## src/rtl/sound_dac_array.sv

```systemverilog
// Multi-channel 1-bit sound DAC: per-channel sample hold, ramped gain with
// saturation, and a first- or second-order delta-sigma modulator on a shared tick.
module sound_dac_array #(
    parameter int CHANNELS  = 2,
    parameter int BIT_WIDTH = 16,
    parameter int DIV       = 5,
    parameter int ORDER     = 1,
    parameter int RAMP_DIV  = 256
) (
    input  logic                          CLK_BASE,
    input  logic                          RESET_n,
    input  logic [CHANNELS*BIT_WIDTH-1:0] SAMPLE,
    input  logic [CHANNELS-1:0]           SAMPLE_STB,
    input  logic [CHANNELS*8-1:0]         GAIN,
    input  logic [CHANNELS-1:0]           MUTE,
    output logic [CHANNELS-1:0]           OUT,
    output logic [CHANNELS-1:0]           CLIP,
    output logic                          TICK
);

    localparam int BW = BIT_WIDTH;
    localparam int PW = BW + 9;
    localparam int IW = BW + 4;
    localparam int EW = IW + 2;
    localparam int CW = (DIV > 1) ? $clog2(DIV) : 1;
    localparam int RW = (RAMP_DIV > 1) ? $clog2(RAMP_DIV) : 1;

    localparam logic [CW-1:0] CNT_MAX  = CW'(DIV - 1);
    localparam logic [RW-1:0] RAMP_MAX = RW'(RAMP_DIV - 1);

    if (ORDER != 1 && ORDER != 2) begin : g_bad_order
        $error("sound_dac_array: ORDER must be 1 or 2");
    end

    logic [CW-1:0] cnt_q, cnt_d;
    logic [RW-1:0] ramp_q, ramp_d;
    logic          tick;
    logic          ramp_step;

    assign tick      = (cnt_q == '0);
    assign ramp_step = tick && (ramp_q == '0);
    assign TICK      = tick;

    always_comb begin
        cnt_d  = tick ? CNT_MAX : cnt_q - CW'(1);
        ramp_d = ramp_q;
        if (tick) begin
            ramp_d = (ramp_q == '0) ? RAMP_MAX : ramp_q - RW'(1);
        end
    end

    always_ff @(posedge CLK_BASE or negedge RESET_n) begin
        if (!RESET_n) begin
            cnt_q  <= CNT_MAX;
            ramp_q <= RAMP_MAX;
        end else begin
            cnt_q  <= cnt_d;
            ramp_q <= ramp_d;
        end
    end

    for (genvar n = 0; n < CHANNELS; n++) begin : g_ch
        localparam logic signed [PW-1:0] S_MAX = PW'((1 << (BW - 1)) - 1);
        localparam logic signed [PW-1:0] S_MIN = PW'(-(1 << (BW - 1)));

        logic signed [BW-1:0] hold_q;
        logic [7:0]           gain_q, gain_d, target;
        logic signed [PW-1:0] prod, shifted;
        logic signed [BW-1:0] s;
        logic                 sat;
        logic                 out_q, out_d, clip_q, clip_d;

        assign target = MUTE[n] ? 8'd0 : GAIN[n*8 +: 8];

        always_comb begin
            gain_d = gain_q;
            if (ramp_step) begin
                if (gain_q < target) begin
                    gain_d = gain_q + 8'd1;
                end else if (gain_q > target) begin
                    gain_d = gain_q - 8'd1;
                end
            end
        end

        // Gain is Q1.7 unsigned, so the product is rescaled by 2^7.
        assign prod    = PW'(hold_q) * PW'($signed({1'b0, gain_q}));
        assign shifted = prod >>> 7;

        always_comb begin
            sat = 1'b0;
            s   = shifted[BW-1:0];
            if (shifted > S_MAX) begin
                s   = {1'b0, {(BW - 1){1'b1}}};
                sat = 1'b1;
            end else if (shifted < S_MIN) begin
                s   = {1'b1, {(BW - 1){1'b0}}};
                sat = 1'b1;
            end
        end

        assign clip_d = tick && sat;

        if (ORDER == 1) begin : g_ord1
            logic [BW-1:0] acc_q, acc_d;
            logic [BW-1:0] u;
            logic [BW:0]   sum;

            assign u   = {~s[BW-1], s[BW-2:0]};
            assign sum = {1'b0, acc_q} + {1'b0, u};

            always_comb begin
                acc_d = acc_q;
                out_d = out_q;
                if (tick) begin
                    acc_d = sum[BW-1:0];
                    out_d = sum[BW];
                end
            end

            always_ff @(posedge CLK_BASE or negedge RESET_n) begin
                if (!RESET_n) begin
                    acc_q <= '0;
                end else begin
                    acc_q <= acc_d;
                end
            end
        end else if (ORDER == 2) begin : g_ord2
            localparam logic signed [EW-1:0] I_MAX  = EW'((1 << (IW - 1)) - 1);
            localparam logic signed [EW-1:0] I_MIN  = EW'(-(1 << (IW - 1)));
            localparam logic signed [EW-1:0] FB_POS = EW'(1 << (BW - 1));
            localparam logic signed [EW-1:0] FB_NEG = EW'(-(1 << (BW - 1)));

            logic signed [IW-1:0] i1_q, i1_d, i2_q, i2_d;
            logic signed [EW-1:0] fb, sum1, sum2;

            assign fb   = out_q ? FB_POS : FB_NEG;
            assign sum1 = EW'(i1_q) + EW'(s) - fb;
            assign sum2 = EW'(i2_q) + EW'(i1_q) - fb;

            // Integrators clamp instead of wrapping so a long mute cannot flip their sign.
            always_comb begin
                i1_d  = i1_q;
                i2_d  = i2_q;
                out_d = out_q;
                if (tick) begin
                    if (sum1 > I_MAX)      i1_d = IW'(I_MAX);
                    else if (sum1 < I_MIN) i1_d = IW'(I_MIN);
                    else                   i1_d = sum1[IW-1:0];
                    if (sum2 > I_MAX)      i2_d = IW'(I_MAX);
                    else if (sum2 < I_MIN) i2_d = IW'(I_MIN);
                    else                   i2_d = sum2[IW-1:0];
                    out_d = ~sum2[EW-1];
                end
            end

            always_ff @(posedge CLK_BASE or negedge RESET_n) begin
                if (!RESET_n) begin
                    i1_q <= '0;
                    i2_q <= '0;
                end else begin
                    i1_q <= i1_d;
                    i2_q <= i2_d;
                end
            end
        end

        always_ff @(posedge CLK_BASE or negedge RESET_n) begin
            if (!RESET_n) begin
                hold_q <= '0;
                gain_q <= '0;
                out_q  <= 1'b0;
                clip_q <= 1'b0;
            end else begin
                if (SAMPLE_STB[n]) begin
                    hold_q <= SAMPLE[n*BIT_WIDTH +: BIT_WIDTH];
                end
                gain_q <= gain_d;
                out_q  <= out_d;
                clip_q <= clip_d;
            end
        end

        assign OUT[n]  = out_q;
        assign CLIP[n] = clip_q;
    end

endmodule

```

## config.mk

```make
export PLATFORM = sky130hd
export DESIGN_NAME = sound_dac_array
export DESIGN_NICKNAME = d
export VERILOG_FILES = /design/src/rtl/sound_dac_array.sv
export SDC_FILE = /design/constraint.sdc
export NUM_CORES = 1
export LEC_CHECK = 0
export CORE_ASPECT_RATIO = 0.9
export CORE_UTILIZATION = 58
export CTS_BUF_LIST = sky130_fd_sc_hd__clkbuf_4 sky130_fd_sc_hd__clkbuf_8 sky130_fd_sc_hd__clkbuf_16
export DETAILED_ROUTE_END_ITERATION = 8
export GPL_TIMING_DRIVEN = 0
export HOLD_SLACK_MARGIN = 0.06
export PLACE_DENSITY = 0.79
export SLEW_MARGIN = 25
export SYNTH_ARGS = -nofsm -noshare
export SYNTH_HDL_FRONTEND = slang
export SYNTH_SLANG_ARGS = --single-unit
```

## constraint.sdc

```tcl
create_clock -name CLK_BASE -period 7.2 [get_ports CLK_BASE]
set_input_delay 1.8 -clock CLK_BASE [delete_from_list [all_inputs] [get_ports CLK_BASE]]
set_output_delay 1.8 -clock CLK_BASE [all_outputs]
set_load 0.02 [all_outputs]
```

==> summary.txt, run 1 <==
================================================================================
Critical-path top delay cell                                        sky130_fd_sc_hd__fa_1
Measured slew at the worst slew-check pin                                 857 ps
Synth Cell Area                                                      15300 sq um
R2R Path End                                                        g_ch[1].g_ord1.acc_q[15]$_DFFE_PN0P_
Final Routed Wirelength                                                 38300 um
Total number of nets in the final design                                    2233
Clk Latency, worst-skew pair                                              390 ps
Final routed DRC violation total                                               0
Post-layout min period                                                   7410 ps
Yosys cell types                                                              79
Least setup slack across all paths after layout                          -205 ps
Iteration-0 DRC Markers                                                      952
Origin of the critical flop-to-flop path                            g_ch[1].gain_q[5]$_DFFE_PN0P_
DIE AREA                                                             27100 sq um
Register area share after synthesis                                        15.6%
Crit path DAT                                                            7710 ps
Root buffer cell                                                    sky130_fd_sc_hd__clkbuf_16
CP startpoint kind                                                      register
Number of pins with negative max-slew slack in the final report                0
Std cell rows                                                                 56
Unrepaired setup endpoints after global routing                              yes
Hold Path Sink                                                      cnt_q[0]$_DFF_PN0_
Area growth from synthesis to layout                                       19.1%
Compound-gate portion of the synthesized area                              10.6%
Via count of the first global-routing pass                                 12.9k
Number of synthesized flops with an enable pin                                 0
Overall overflow remaining after global route                                  0
Cts bufs inserted                                                              9
Drt first pass iters                                                           5
Antenna-violating nets left                                                    0
Height of the chip                                                        156 um
Instance count of the mapped netlist                                        1653
Die outline width                                                         173 um
Top-level I/O count                                                           59
Clock tree from TritonCTS                                                   done
Number of maximum-capacitance violations                                       0
Util after Layout                                                          70.2%
Clock Skew                                                               21.3 ps
Post-CTS Hold Buffers                                                          0
FF/Latch Area                                                         2410 sq um
Layout cells sized above 1                                                 22.0%
Maximum clock frequency                                                0.135 GHz
Wire length per cell                                                     17.6 um
Slew Limit Headroom                                                        42.5%
Cell count of the worst reg-to-reg path                                       30
Maximum number of buffers from clock root to sink                              2
Minimum setup slack among reg-to-reg paths                               -210 ps
Area share of fa/ha/maj cells after synthesis                              39.7%
Final Cycle Share                                                           103%
Multi-input combinational cell area                                  12100 sq um
Largest net degree at the start of global routing                             58
Global-route wire length before repair                                  61300 um
Result of the run                                                   finished with violations
Detailed-route vias per instance                                            5.67
Worst setup path category                                           register to register
Ys Warns                                                                       0
Setup-failing EPs final                                                        5
#FFs+latches synth                                                            95
Post-Place Cell Area                                                 16400 sq um
Area of the core region                                              26000 sq um
GRT Total Usage                                                            28.5%
Share of the synthesized netlist area taken by xor and xnor gates          4.29%
Share of flip-flops with an asynchronous set or reset                       100%
Element type at the critical path end                                   register
RePlAce Congestion                                                         0.901
Final instance area                                                  18200 sq um
Violations in the final reports                                     setup timing
Combinational family with the most area after synthesis              adder cells
Hold Worst Slack                                                          452 ps
Synthesized net count                                                       2070
Total of buffers placed on input and output ports                             56
Worst hold path class                                               register to register
Worst-path clk slew                                                        90 ps
Number of levels in the clock H-tree                                           3
Startpoint of the tightest hold check path                          cnt_q[0]$_DFF_PN0_
Synthesized-area fraction occupied by and/or/nand/nor cells                15.8%
Synth Flop Type                                                     sky130_fd_sc_hd__dfrtp_1
Filler Cells Inserted                                                       1844
Maximum single-stage delay on the critical path                           590 ps
Most used cell along the critical path                              sky130_fd_sc_hd__fa_1
Max Fanout on Critical Path                                                    5
Multiplexer fraction of the synthesized cell area                          4.66%
HPWL reported at the end of detailed placement                          26200 um
# clock sinks                                                                 95
Via count                                                                  12.3k
Depth of the worst hold-timing path                                            1
Number of antenna violations at the first check in global routing              1
Worst endpoint required time                                             7510 ps
Synthesized area per cell                                             9.27 sq um
Final-report hold violation count                                              0
Effective utilization at floorplan                                         58.9%
Fin Setup TNS                                                            -739 ps
================================================================================
[what timing repair did]
action	CTS	global route
setup buffers	64	37
pin swaps	58	112
gates cloned	0	2
setup endpoints to repair	27	20
gates resized for setup	121	109
[area by class of cell]
cell class	instances	area share, %
repair buffers	159	7.78
diodes	1	0.0137
plain buffers	43	2.04
inverters	310	6.40
clock buffers	9	1.23
clock inverters	7	0.446
flip-flops and latches	95	13.2
well taps	348	2.39
multi-input cells	1198	66.5
[through the flow]
stage	setup WS [ps]	cells
final	-205	2170
after global routing	-406	2169
after CTS	-57.5	2130
after detailed placement	-1140	2058
after global placement	-1050	2057
after floorplan	2.61	1653
[Yosys cell counts (6+ instances only)]
cell type | instances | share of area, %
sky130_fd_sc_hd__dfrtp_1 | 86 | 14
sky130_fd_sc_hd__nor2b_1 | 11 | 0.45
sky130_fd_sc_hd__nor2_1 | 54 | 1.3
sky130_fd_sc_hd__o31ai_1 | 10 | 0.49
sky130_fd_sc_hd__fa_1 | 206 | 27
sky130_fd_sc_hd__o21ai_0 | 26 | 0.85
sky130_fd_sc_hd__and2_1 | 140 | 5.7
sky130_fd_sc_hd__a21oi_1 | 65 | 2.1
sky130_fd_sc_hd__nand4_1 | 9 | 0.37
sky130_fd_sc_hd__nand3_1 | 11 | 0.36
sky130_fd_sc_hd__ha_1 | 157 | 13
sky130_fd_sc_hd__a211oi_1 | 11 | 0.54
sky130_fd_sc_hd__clkbuf_1 | 32 | 0.78
sky130_fd_sc_hd__mux2_2 | 59 | 4.3
sky130_fd_sc_hd__inv_1 | 310 | 7.6
sky130_fd_sc_hd__dfstp_2 | 9 | 1.5
sky130_fd_sc_hd__and3_1 | 9 | 0.37
sky130_fd_sc_hd__a211o_1 | 6 | 0.34
sky130_fd_sc_hd__nand2b_1 | 17 | 0.69
sky130_fd_sc_hd__nand2_1 | 158 | 3.9
sky130_fd_sc_hd__o211ai_1 | 6 | 0.29
sky130_fd_sc_hd__or3_1 | 7 | 0.29
sky130_fd_sc_hd__a21o_2 | 11 | 0.63
sky130_fd_sc_hd__xnor2_1 | 52 | 3.0
sky130_fd_sc_hd__o21a_1 | 10 | 0.49
sky130_fd_sc_hd__nor3_1 | 18 | 0.59
sky130_fd_sc_hd__xor2_1 | 23 | 1.3
sky130_fd_sc_hd__a21o_1 | 38 | 1.9
[cells in the final DEF, fill, tap and decap left out, types with 7 or more instances in the layout]
cell,Yosys,routed
sky130_fd_sc_hd__xnor2_1,52,52
sky130_fd_sc_hd__o21ai_0,26,17
sky130_fd_sc_hd__inv_2,0,19
sky130_fd_sc_hd__a21oi_2,2,8
sky130_fd_sc_hd__nand4_1,9,9
sky130_fd_sc_hd__nand2b_1,17,17
sky130_fd_sc_hd__dfrtp_2,0,17
sky130_fd_sc_hd__nor2b_1,11,8
sky130_fd_sc_hd__o21a_1,10,10
sky130_fd_sc_hd__inv_1,310,289
sky130_fd_sc_hd__a21o_1,38,37
sky130_fd_sc_hd__mux2_2,59,58
sky130_fd_sc_hd__a21oi_1,65,58
sky130_fd_sc_hd__ha_2,0,7
sky130_fd_sc_hd__nor3_1,18,15
sky130_fd_sc_hd__buf_4,5,93
sky130_fd_sc_hd__a21o_2,11,11
sky130_fd_sc_hd__xor2_1,23,23
sky130_fd_sc_hd__clkbuf_16,0,11
sky130_fd_sc_hd__dfrtp_1,86,69
sky130_fd_sc_hd__fa_2,0,10
sky130_fd_sc_hd__nor2_1,54,51
sky130_fd_sc_hd__and2_4,0,11
sky130_fd_sc_hd__clkdlybuf4s50_1,0,55
sky130_fd_sc_hd__and2_1,140,129
sky130_fd_sc_hd__ha_4,0,17
sky130_fd_sc_hd__fa_1,206,196
sky130_fd_sc_hd__dfstp_2,9,9
sky130_fd_sc_hd__o31ai_1,10,7
sky130_fd_sc_hd__nand2_2,0,9
sky130_fd_sc_hd__nand3_1,11,10
sky130_fd_sc_hd__and3_1,9,9
sky130_fd_sc_hd__buf_6,4,21
sky130_fd_sc_hd__o21ai_2,1,7
sky130_fd_sc_hd__nand2_1,158,147
sky130_fd_sc_hd__ha_1,157,133
sky130_fd_sc_hd__clkbuf_1,32,10
[critical path: cells and delay by family, from the launching register on]
family,cells,cell delay (ps)
AOI/OAI and AO/OA,14,2900
and+or+nand+nor,3,440
DFF,1,480
adders and majority gates,6,2700
buffers and inverters,7,820
[registers in the layout, summed over array words and instances, names as in the netlist]
signal	count
ramp_q	8
g_ch.clip_q	2
g_ch.g_ord1.acc_q	32
g_ch.out_q	2
g_ch.hold_q	32
g_ch.gain_q	16
cnt_q	3
[how the worst max path moves through the flow]
stage / start / endpoint / depth (start not counted)
6_report: g_ch[1].gain_q[5]$_DFFE_PN0P_ / g_ch[1].g_ord1.acc_q[15]$_DFFE_PN0P_ / 30
4_1_cts: g_ch[1].hold_q[15]$_DFFE_PN0P_ / g_ch[1].g_ord1.acc_q[14]$_DFFE_PN0P_ / 31
3_3_place_gp: g_ch[0].gain_q[2]$_DFFE_PN0P_ / g_ch[0].g_ord1.acc_q[14]$_DFFE_PN0P_ / 31
5_1_grt: g_ch[1].hold_q[15]$_DFFE_PN0P_ / g_ch[1].g_ord1.acc_q[14]$_DFFE_PN0P_ / 32
2_1_floorplan: g_ch[1].gain_q[0]$_DFFE_PN0P_ / g_ch[1].g_ord1.acc_q[15]$_DFFE_PN0P_ / 30
3_5_place_dp: g_ch[0].gain_q[2]$_DFFE_PN0P_ / g_ch[0].g_ord1.acc_q[14]$_DFFE_PN0P_ / 31
[logic make-up (layout without fill, tap and decap cells)]
family / count (synthesis) / count (layout)
multiplexers: 64 / 64
adder cells (fa/ha/maj): 363 / 363
AND/OR/NAND/NOR: 466 / 466
XOR/XNOR: 75 / 75
buffers and inverters: 360 / 528
other: 0 / 1
AO/OA/AOI/OAI: 230 / 230
flip-flops: 95 / 95
[layer usage]
metal	vias to the layer above	GRT usage (%)	wire (um)
met5	-	0	0
met4	0	12.4	1780
met3	146	4.73	2160
met2	453	51.7	19500
met1	6093	33.2	14900
li1	5616	-	-
Power of run 1 is left out: the tool's default activity adds up to more than one toggle a clock period on the data nets, which glitch-free logic cannot reach.
==> inputs of run 2 (changes only) <==
--- a/config.mk
+++ b/config.mk
@@ -8,6 +8,7 @@
 export CORE_ASPECT_RATIO = 0.9
 export CORE_UTILIZATION = 58
 export CTS_BUF_LIST = sky130_fd_sc_hd__clkbuf_4 sky130_fd_sc_hd__clkbuf_8 sky130_fd_sc_hd__clkbuf_16
+export CTS_CLUSTER_SIZE = 25
 export DETAILED_ROUTE_END_ITERATION = 8
 export GPL_TIMING_DRIVEN = 0
 export HOLD_SLACK_MARGIN = 0.06
==> results of run 2 <==
No change in the layout: final DEF, timing and power equal those of run 1.
Power of run 2 is left out for the same reason.
